**src/rtl/msx_wait_ctrl_pkg.sv**
```systemverilog
// Shared definitions for the MSX Z80 wait-state controller:
// FSM state encodings and default wait counts.
package msx_wait_ctrl_pkg;

  typedef enum logic [1:0] {
    ST_IDLE = 2'd0,
    ST_WAIT = 2'd1,
    ST_HOLD = 2'd2
  } wait_state_t;

  localparam int DEF_M1_WAITS = 1;
  localparam int DEF_IO_WAITS = 2;
  localparam int DEF_CNT_W    = 4;

endpackage

```
**src/rtl/msx_wait_counter.sv**
```systemverilog
// Saturating down-counter used to time the /WAIT low window.
// Loads a value, decrements on request and stops at zero.
module msx_wait_counter #(
  parameter int CNT_W = 4
) (
  input  logic             clk,
  input  logic             rst,
  input  logic             load,
  input  logic [CNT_W-1:0] load_val,
  input  logic             dec,
  output logic             zero
);

  logic [CNT_W-1:0] count;

  always_ff @(posedge clk or posedge rst) begin
    if (rst)
      count <= '0;
    else if (load)
      count <= load_val;
    else if (dec && count != '0)
      count <= count - 1'b1;
  end

  assign zero = (count == '0);

endmodule

```
**src/rtl/msx_wait_ctrl.sv**
```systemverilog
// Z80 /WAIT sequencer: inserts M1_WAITS waits per opcode fetch and, when
// MSX_WAIT_IO_EN is defined, IO_WAITS waits per I/O cycle.
module msx_wait_ctrl
  import msx_wait_ctrl_pkg::*;
#(
  parameter int M1_WAITS = DEF_M1_WAITS,
  parameter int IO_WAITS = DEF_IO_WAITS,
  parameter int CNT_W    = DEF_CNT_W
) (
  input  logic clk,
  input  logic rst,
  input  logic n_m1,
  input  logic n_mreq,
  input  logic n_iorq,
  output logic n_wait,
  output logic busy
);

  if (M1_WAITS >= 2**CNT_W || IO_WAITS >= 2**CNT_W) begin : g_bad_cfg
    $error("msx_wait_ctrl: wait count does not fit in CNT_W bits");
  end

  localparam logic [CNT_W-1:0] M1_N = CNT_W'(M1_WAITS);

  wait_state_t      state, state_nx;
  logic             n_wait_nx, busy_nx;
  logic             load, dec, cnt_zero;
  logic [CNT_W-1:0] sel_n;
  logic             trig_m1, trig_io;

  assign trig_m1 = !n_m1 && !n_mreq;

`ifdef MSX_WAIT_IO_EN
  localparam logic [CNT_W-1:0] IO_N = CNT_W'(IO_WAITS);
  assign trig_io = n_m1 && !n_iorq;
`else
  assign trig_io = 1'b0;
`endif

  always_comb begin
    state_nx  = state;
    n_wait_nx = 1'b1;
    load      = 1'b0;
    dec       = 1'b0;
    sel_n     = M1_N;
`ifdef MSX_WAIT_IO_EN
    if (!trig_m1) sel_n = IO_N;
`endif
    unique case (state)
      ST_IDLE: begin
        // Intack and plain memory cycles fall through both triggers.
        if (trig_m1 || trig_io) begin
          if (sel_n != '0) begin
            state_nx  = ST_WAIT;
            n_wait_nx = 1'b0;
            load      = 1'b1;
          end else begin
            state_nx  = ST_HOLD;
          end
        end
      end
      ST_WAIT: begin
        if (!cnt_zero) begin
          dec       = 1'b1;
          n_wait_nx = 1'b0;
        end else begin
          state_nx  = ST_HOLD;
        end
      end
      ST_HOLD: begin
        if (n_mreq && n_iorq) state_nx = ST_IDLE;
      end
      default: state_nx = ST_IDLE;
    endcase
    busy_nx = (state_nx != ST_IDLE);
  end

  always_ff @(posedge clk or posedge rst) begin
    if (rst) begin
      state  <= ST_IDLE;
      n_wait <= 1'b1;
      busy   <= 1'b0;
    end else begin
      state  <= state_nx;
      n_wait <= n_wait_nx;
      busy   <= busy_nx;
    end
  end

  msx_wait_counter #(.CNT_W(CNT_W)) u_cnt (
    .clk      (clk),
    .rst      (rst),
    .load     (load),
    .load_val (sel_n - 1'b1),
    .dec      (dec),
    .zero     (cnt_zero)
  );

endmodule

```
**config.mk**
```make
export PLATFORM = sky130hd
export DESIGN_NAME = msx_wait_ctrl
export DESIGN_NICKNAME = d
export VERILOG_FILES = /design/src/rtl/msx_wait_ctrl_pkg.sv /design/src/rtl/msx_wait_counter.sv /design/src/rtl/msx_wait_ctrl.sv
export SDC_FILE = /design/constraint.sdc
export NUM_CORES = 1
export LEC_CHECK = 0
export BUFFER_PORTS_ARGS = -buffer_cell sky130_fd_sc_hd__buf_2
export CORE_AREA = 4 4 41 43
export CTS_BUF_LIST = sky130_fd_sc_hd__clkbuf_8
export DETAILED_ROUTE_END_ITERATION = 8
export DIE_AREA = 0 0 45 47
export SYNTH_ARGS = -nofsm -noshare
export SYNTH_HDL_FRONTEND = slang
export SYNTH_SLANG_ARGS = --single-unit
```
**constraint.sdc**
```tcl
create_clock -name clk -period 1.75 [get_ports clk]
set_input_delay 0.175 -clock clk [delete_from_list [all_inputs] [get_ports clk]]
set_output_delay 0.175 -clock clk [all_outputs]
set_load 0.1 [all_outputs]
```
==> results of run 1 <==
==> power breakdown <==
| group | internal, mW | switching [mW] |
|---|---|---|
| logic | 0.136 | 0.303 |
| registers | 0.274 | 0.0665 |
| clock network | 0.152 | 0.0736 |
==> worst paths after layout <==
kind                            slack (ns)      startpoint             end  cells after the start
worst max-delay path                  0.40  u_cnt.count[0]  u_cnt.count[0]                      5
worst min-delay path                  0.17          n_mreq            busy                      2
worst max register to register        0.40  u_cnt.count[0]  u_cnt.count[0]                      5
worst min register to register        0.49  u_cnt.count[0]  u_cnt.count[0]                      1
max in group asynchronous             1.04             rst          n_wait                      3
min in group asynchronous             0.42             rst  u_cnt.count[3]                      3
==> critical path, stage by stage (launching register included) <==
cell and delay [ns]:
sky130_fd_sc_hd__dfrtp_1 0.39, sky130_fd_sc_hd__inv_1 0.07, sky130_fd_sc_hd__ha_1 0.19, sky130_fd_sc_hd__nor3b_1 0.31, sky130_fd_sc_hd__nor2_1 0.13, sky130_fd_sc_hd__mux2i_1 0.14
==> what timing repair did <==
item / CTS / global route
buffers inserted: 0 / 0
resized for setup: 0 / 0
hold endpoints to repair: 7 / 0
hold buffers: 1 / 0
==> metal layers <==
layer  track usage, %  share of wire, %  vias to the layer above
li1                 -                 -                      157
met1            8.941                46                      138
met2            10.45                45                        6
met3            5.747               8.6                        0
met4            3.509                 0                        0
met5                0                 0                        -
==> per-stage QoR <==
step	instances	worst slack, ns	util [%]	power [mW]
6_report	65	0.4017	37.69	1.004
5_1_grt	65	0.2143	37.69	1.086
4_1_cts	65	0.3957	37.69	1.017
3_5_place_dp	60	0.4028	33.46	0.7852
3_3_place_gp	60	0.3932	33.46	0.7781
2_1_floorplan	39	0.4890	-	0.7077
==> cell usage in the layout, fill, tap and decap left out, drive strengths merged <==
cell type,netlist,final
dlygate4sd3,0,1
a221oi,1,1
nand3,1,1
nor3b,2,2
clkbuf,0,3
or3,1,1
o211ai,2,2
o21ai,3,3
nand2b,1,1
dfrtp,7,7
mux2i,2,2
ha,1,1
buf,0,6
nand3b,1,1
nand2,7,7
dfstp,1,1
nor2,1,1
or4,2,2
nor2b,1,1
inv,5,6
==> cells in the mapped netlist <==
| master | number |
|---|---|
| sky130_fd_sc_hd__o21ai_0 | 1 |
| sky130_fd_sc_hd__o21ai_1 | 2 |
| sky130_fd_sc_hd__o211ai_1 | 2 |
| sky130_fd_sc_hd__nand3_1 | 1 |
| sky130_fd_sc_hd__or4_4 | 1 |
| sky130_fd_sc_hd__nand2_1 | 7 |
| sky130_fd_sc_hd__nor3b_1 | 2 |
| sky130_fd_sc_hd__inv_1 | 5 |
| sky130_fd_sc_hd__dfstp_2 | 1 |
| sky130_fd_sc_hd__mux2i_1 | 2 |
| sky130_fd_sc_hd__nand2b_1 | 1 |
| sky130_fd_sc_hd__or3_1 | 1 |
| sky130_fd_sc_hd__or4_1 | 1 |
| sky130_fd_sc_hd__nand3b_1 | 1 |
| sky130_fd_sc_hd__nor2_1 | 1 |
| sky130_fd_sc_hd__nor2b_1 | 1 |
| sky130_fd_sc_hd__a221oi_1 | 1 |
| sky130_fd_sc_hd__ha_1 | 1 |
| sky130_fd_sc_hd__dfrtp_1 | 7 |
==> registers in the layout (all words and copies together), names as in the netlist <==
name,count
state,2
u_cnt.count,4
n_wait,1
busy,1
==> cell families (layout without fill, tap and decap cells) <==
group / Yosys count / after routing
compound gates: 6 / 6
fa+ha+maj: 1 / 1
buf+inv: 5 / 16
flops: 8 / 8
mux: 2 / 2
simple gates: 17 / 17
==> area by class of cell <==
cell class / count / share of cell area [%]
Clock inverter: 1 / 0.7653
Timing Repair Buffer: 7 / 8.163
Tap cell: 15 / 3.827
Multi-Input combinational cell: 26 / 33.93
Inverter: 5 / 3.827
Sequential cell: 8 / 41.07
Clock buffer: 3 / 8.418
==> implementation parameters, run 1 <==
Parameter                              Value

STA
  Max Freq ... between 700 and 800 MHz
  Rel. slew slack ... 67.96%
  Min Hold Slack ... roughly 0.17 ns
  Final Cycle Share ... between 70 and 80%
  Number of failing setup endpoints in the final timing report ... 0
  Tightest Pin Transition ... between 0.4 and 0.5 ns
  RSZ-0062 raised after global routing ... no
  Final Slew Violations ... 0
  Setup skew after layout ... around 0.0066 ns
  Final critical-path required period ... 1.348 ns
  Final total negative setup slack ... 0 ns
  Final Hold Fails ... 0

Synthesis
  Flop and latch count out of synthesis ... 8
  Share of synthesized cell area in and, or, nand and nor gates ... 24.60%
  Main area contributors after synthesis ... sky130_fd_sc_hd__dfrtp_1, sky130_fd_sc_hd__dfstp_2, sky130_fd_sc_hd__nand2_1
  Total nets after synthesis ... between 40 and 50
  Sequential-to-total area share from yosys stat ... 52.10%
  Combinational family with the most area after synthesis ... simple AND/OR/NAND/NOR gates
  Syn Inst Count ... 39
  Synth Area in Compound Gates ... about a tenth
  Area share of the largest cell type after synthesis ... 45.31%
  Cell Area, Synth ... roughly 390 um^2
  Synth warn ... 0
  Share of cell area taken by muxes after synthesis ... ~5.2%
  Distinct cells, synth ... 19
  Mean post-synth cell area ... 9.913 um^2
  Adder-Cell Fraction of Synth Area ... 3.236%
  Largest area contributor in the synthesized netlist ... sky130_fd_sc_hd__dfrtp_1
  Xor and xnor fraction of the mapped netlist area ... 0%

Job
  Maxcap violations ... 0

Drt
  Sum of routed wire length over all layers ... 614 um
  DR DRC count ... 0
  1st-iter DRT viols ... 8
  Count of nets left with antenna violations after detail routing ... 0
  Via count ... 301
  Via/cell ratio ... 4.631
  Count of TritonRoute iterations in the first routing pass ... 4
  Routed WL per cell ... between 9 and 10 um

GRT
  Pin count of the biggest net entering global routing ... 9
  Vias in the first global route ... between 200 and 300
  GR Overflow Total ... 0
  First-pass GRT wire length ... about 1100 um
  Overall Global Routing Usage ... roughly 7.7%
  Number of antenna violations at the first check in global routing ... 0

Clock tree
  Clock sink count ... 8
  CTS max path bufs ... 2
  CTS root buf ... sky130_fd_sc_hd__clkbuf_8
  Number of CTS-inserted buffers ... 3
  Clock transition at the register clock pins on the worst setup and hold paths after CTS ... approximately 0.04 ns
  Depth of the CTS H-tree ... 1
  Clock insertion delay at the later pin of the skew report ... about 0.23 ns
  Clock tree from TritonCTS ... done

Setup path
  Kind of start point of the critical path ... flip-flop
  Highest fanout seen on the critical path ... 4
  Path type of the worst setup path ... reg -> reg
  Sort of element at the end of the critical path ... flip-flop
  Worst Path Required ... between 1.5 and 2 ns
  Crit path DAT ... 1.46 ns

Floorplan
  Height of the chip ... 47 um
  Row Count ... 13
  Effective utilization at floorplan ... between 20% and 30%
  Width of the die ... 45 um
  Placeable core region ... about 1300 um^2
  Area enclosed by the die boundary ... between 2000 and 2500 um^2
  Number of ports placed on the die boundary ... 7

Placed design
  Placer Congestion ... about 0.74
  Placement-stage cell area ... approximately 440 um^2
  Post-detail-place hpwl ... between 400 and 500 um
  Count of input and output buffers ... 6

Layout
  Number of antenna cells inserted ... 0
  Area growth syn-to-layout ... 26.86%
  Footprint of the flip-flops and latches ... about 200 um^2
  Number of fill cells in the layout ... ~130
  Design area ... 490.5 um^2
  NumNets Final ... 57
  Area of the multi-input gates ... 166.4 um^2
  Ratio of cells with drive above 1 in the final layout ... between 20% and 30%

Power and ir drop
  Pwr/cell area ... 2048 nW/um^2
  Worst vdd ir ... 895.3 uV
  P_leak ... ~0.24 nW

Hold path
  Class of the worst hold path ... in -> reg

Outcome
  Result of the run ... complete, no violations
Power figures use the tool's default switching activity.
==> run 2: changes to the inputs <==
==> constraint.sdc (replaced) <==
create_clock -name clk -period 1.3 [get_ports clk]
set_input_delay 0.13 -clock clk [delete_from_list [all_inputs] [get_ports clk]]
set_output_delay 0.13 -clock clk [all_outputs]
set_load 0.1 [all_outputs]
==> run 2 against run 1 <==
Against the previous run: the flow now finishes with violations (setup timing); wire length up 23%; global-route usage grew 0.93 points; clock skew fell by 0.0025 ns; first-iteration DRC count is 50% lower; count of clock-buffer cells in the layout unchanged; fmax grew 2.3%; cell count rose by 7.7%; register-to-register slack got worse by 0.42 ns.
==> implementation parameters, run 2 (same netlist as run 1, synthesis figures left out) <==
Parameter                              Value

Outcome
  Result of the run ... finished, violations left
  Violated checks ... setup timing

Drt
  Via/cell ratio ... about 4.8
  Routed wire length on met2 ... approximately 350 um
  Top metal layer carrying routed signals ... met3
  Met3 wirelength from detailed routing ... 56 um
  Sum of routed wire length over all layers ... between 700 and 800 um
  Count of nets left with antenna violations after detail routing ... 0
  DR DRC count ... 0
  Via count ... 334
  Length of routed wiring on met1 ... 343 um
  Count of TritonRoute iterations in the first routing pass ... 4
  Routed WL per cell ... about 11 um
  1st-iter DRT viols ... 4

STA
  Max Freq ... approximately 760 MHz
  Final critical-path required period ... approximately 1.3 ns
  Min Hold Slack ... 0.1380 ns
  Final Hold Fails ... 0
  Tightest Pin Transition ... 0.4862 ns
  Setup skew after layout ... a little over 0.004 ns
  Final Slew Violations ... 0
  RSZ-0062 raised after global routing ... yes
  Number of failing setup endpoints in the final timing report ... 1
  Rel. slew slack ... approximately two thirds
  Final Cycle Share ... 101.3%
  Minimum setup slack in the final design ... -0.01746 ns

Layout
  Ratio of cells with drive above 1 in the final layout ... a little over a third
  NumNets Final ... 62
  Leading registers by flop count ... u_cnt.count: 4 flops, state: 2 flops
  Commonest non-fill, non-tap cells in the layout ... sky130_fd_sc_hd__nand2_1, sky130_fd_sc_hd__dfrtp_1, sky130_fd_sc_hd__inv_1
  Footprint of the flip-flops and latches ... between 200 and 250 um^2
  Number of antenna cells inserted ... 0
  Area of the multi-input gates ... about 180 um^2
  Max FFs per register ... 4
  Area growth syn-to-layout ... 44.34%
  Number of fill cells in the layout ... ~140
  Top reg by flops ... u_cnt.count
  Design area ... around 560 um^2

GRT
  Overall Global Routing Usage ... approximately 8.6%
  Number of antenna violations at the first check in global routing ... 0
  GR Overflow Total ... 0
  Vias in the first global route ... about 330
  First-pass GRT wire length ... approximately 1300 um
  Pin count of the biggest net entering global routing ... 9

Setup path
  Crit path DAT ... 1.48 ns
  Highest fanout seen on the critical path ... 4
  Kind of start point of the critical path ... flip-flop
  Cell with the largest stage delay on the worst path ... sky130_fd_sc_hd__dfrtp_1
  Sort of element at the end of the critical path ... flip-flop
  Worst Path Required ... roughly 1.5 ns
  Critical path cell sequence ... or3_4 -> or4_1 -> nand2_1
  Delay of the slowest critical-path stage ... 0.40 ns
  Path type of the worst setup path ... reg -> reg

Floorplan
  Effective utilization at floorplan ... between 20 and 30%
  Area enclosed by the die boundary ... approximately 2100 um^2
  Number of ports placed on the die boundary ... 7
  Row Count ... 13
  Height of the chip ... between 40 and 50 um
  Placeable core region ... between 1000 and 1500 um^2
  Width of the die ... 45 um

Clock tree
  Clock insertion delay at the later pin of the skew report ... 0.23 ns
  CTS root buf ... sky130_fd_sc_hd__clkbuf_8
  Clock transition at the register clock pins on the worst setup and hold paths after CTS ... around 0.04 ns
  Clock sink count ... 8
  Clock tree from TritonCTS ... done
  Number of CTS-inserted buffers ... 3
  Depth of the CTS H-tree ... 1
  CTS max path bufs ... 2

Placed design
  Placement-stage cell area ... between 400 and 500 um^2
  Post-detail-place hpwl ... ~520 um
  Count of input and output buffers ... 6
  Post-Place Setup Slack ... -0.001506 ns
  Placer Congestion ... 0.7197

Power and ir drop
  P_leak ... between 0.2 and 0.3 nW
  Pwr/cell area ... between 2000 and 3000 nW/um^2
  Worst vdd ir ... roughly 1200 uV

Job
  Maxcap violations ... 0

Hold path
  Class of the worst hold path ... in -> reg
==> run 2: changes by cell type in the layout (fill, tap and decap cells not counted), sizes merged <==
cell,delta
buf,+5
==> run 2: cell type report <==
class                           instances  area share [%]
Clock buffer                            3           7.399
Multi-Input combinational cell         26           32.51
Timing Repair Buffer                   12           16.59
Sequential cell                         8           36.10
Inverter                                5           3.363
Clock inverter                          1          0.6726
Tap cell                               15           3.363
==> run 2: path summary, 6_finish.rpt <==
kind                                 from        endpoint  slack, ns  cells past startpoint
max                        u_cnt.count[0]  u_cnt.count[3]      -0.02                      3
min                                n_mreq            busy       0.14                      2
max reg2reg                u_cnt.count[0]  u_cnt.count[3]      -0.02                      3
min reg2reg                u_cnt.count[0]  u_cnt.count[0]       0.53                      1
max in group asynchronous             rst          n_wait       0.63                      3
min in group asynchronous             rst  u_cnt.count[2]       0.38                      3
==> run 2: power breakdown <==
part           switching (mW)  leakage [nW]  internal [mW]
Combinational           0.481         0.146          0.352
Sequential             0.0812         0.100          0.370
Clock                  0.0943        0.0269          0.204
Total                   0.657         0.273          0.926
==> run 2: stage by stage <==
step | instances | total power [mW] | util [%] | setup TNS [ns]
final | 70 | 1.583 | 42.88 | -0.01746
after global routing | 70 | 1.704 | 42.88 | -0.1946
after CTS | 69 | 1.545 | 41.92 | 0
after detailed placement | 64 | 1.203 | 36.92 | -0.001506
after global placement | 64 | 1.191 | 36.92 | 0
after floorplan | 39 | 0.9527 | - | 0
==> run 2: routing by layer <==
layer,vias up,global-route usage [%]
met4,0,0
met2,10,13.28
met3,0,5.747
met1,157,10.72
li1,167,-
met5,-,0
==> run 2: worst max-delay path, delay by kind of cell (launching register included) <==
family,cells,cell delay (ns)
flops,1,0.40
simple gates,3,0.85
==> run 2: what timing repair did <==
action / 4_1_cts / 5_1_grt
gates resized for setup: 3 / 1
endpoints found under the hold margin: 7 / 0
endpoints found under the setup margin: 3 / 6
hold buffers: 1 / 0
setup buffers: 0 / 1
pin swaps: 1 / 2
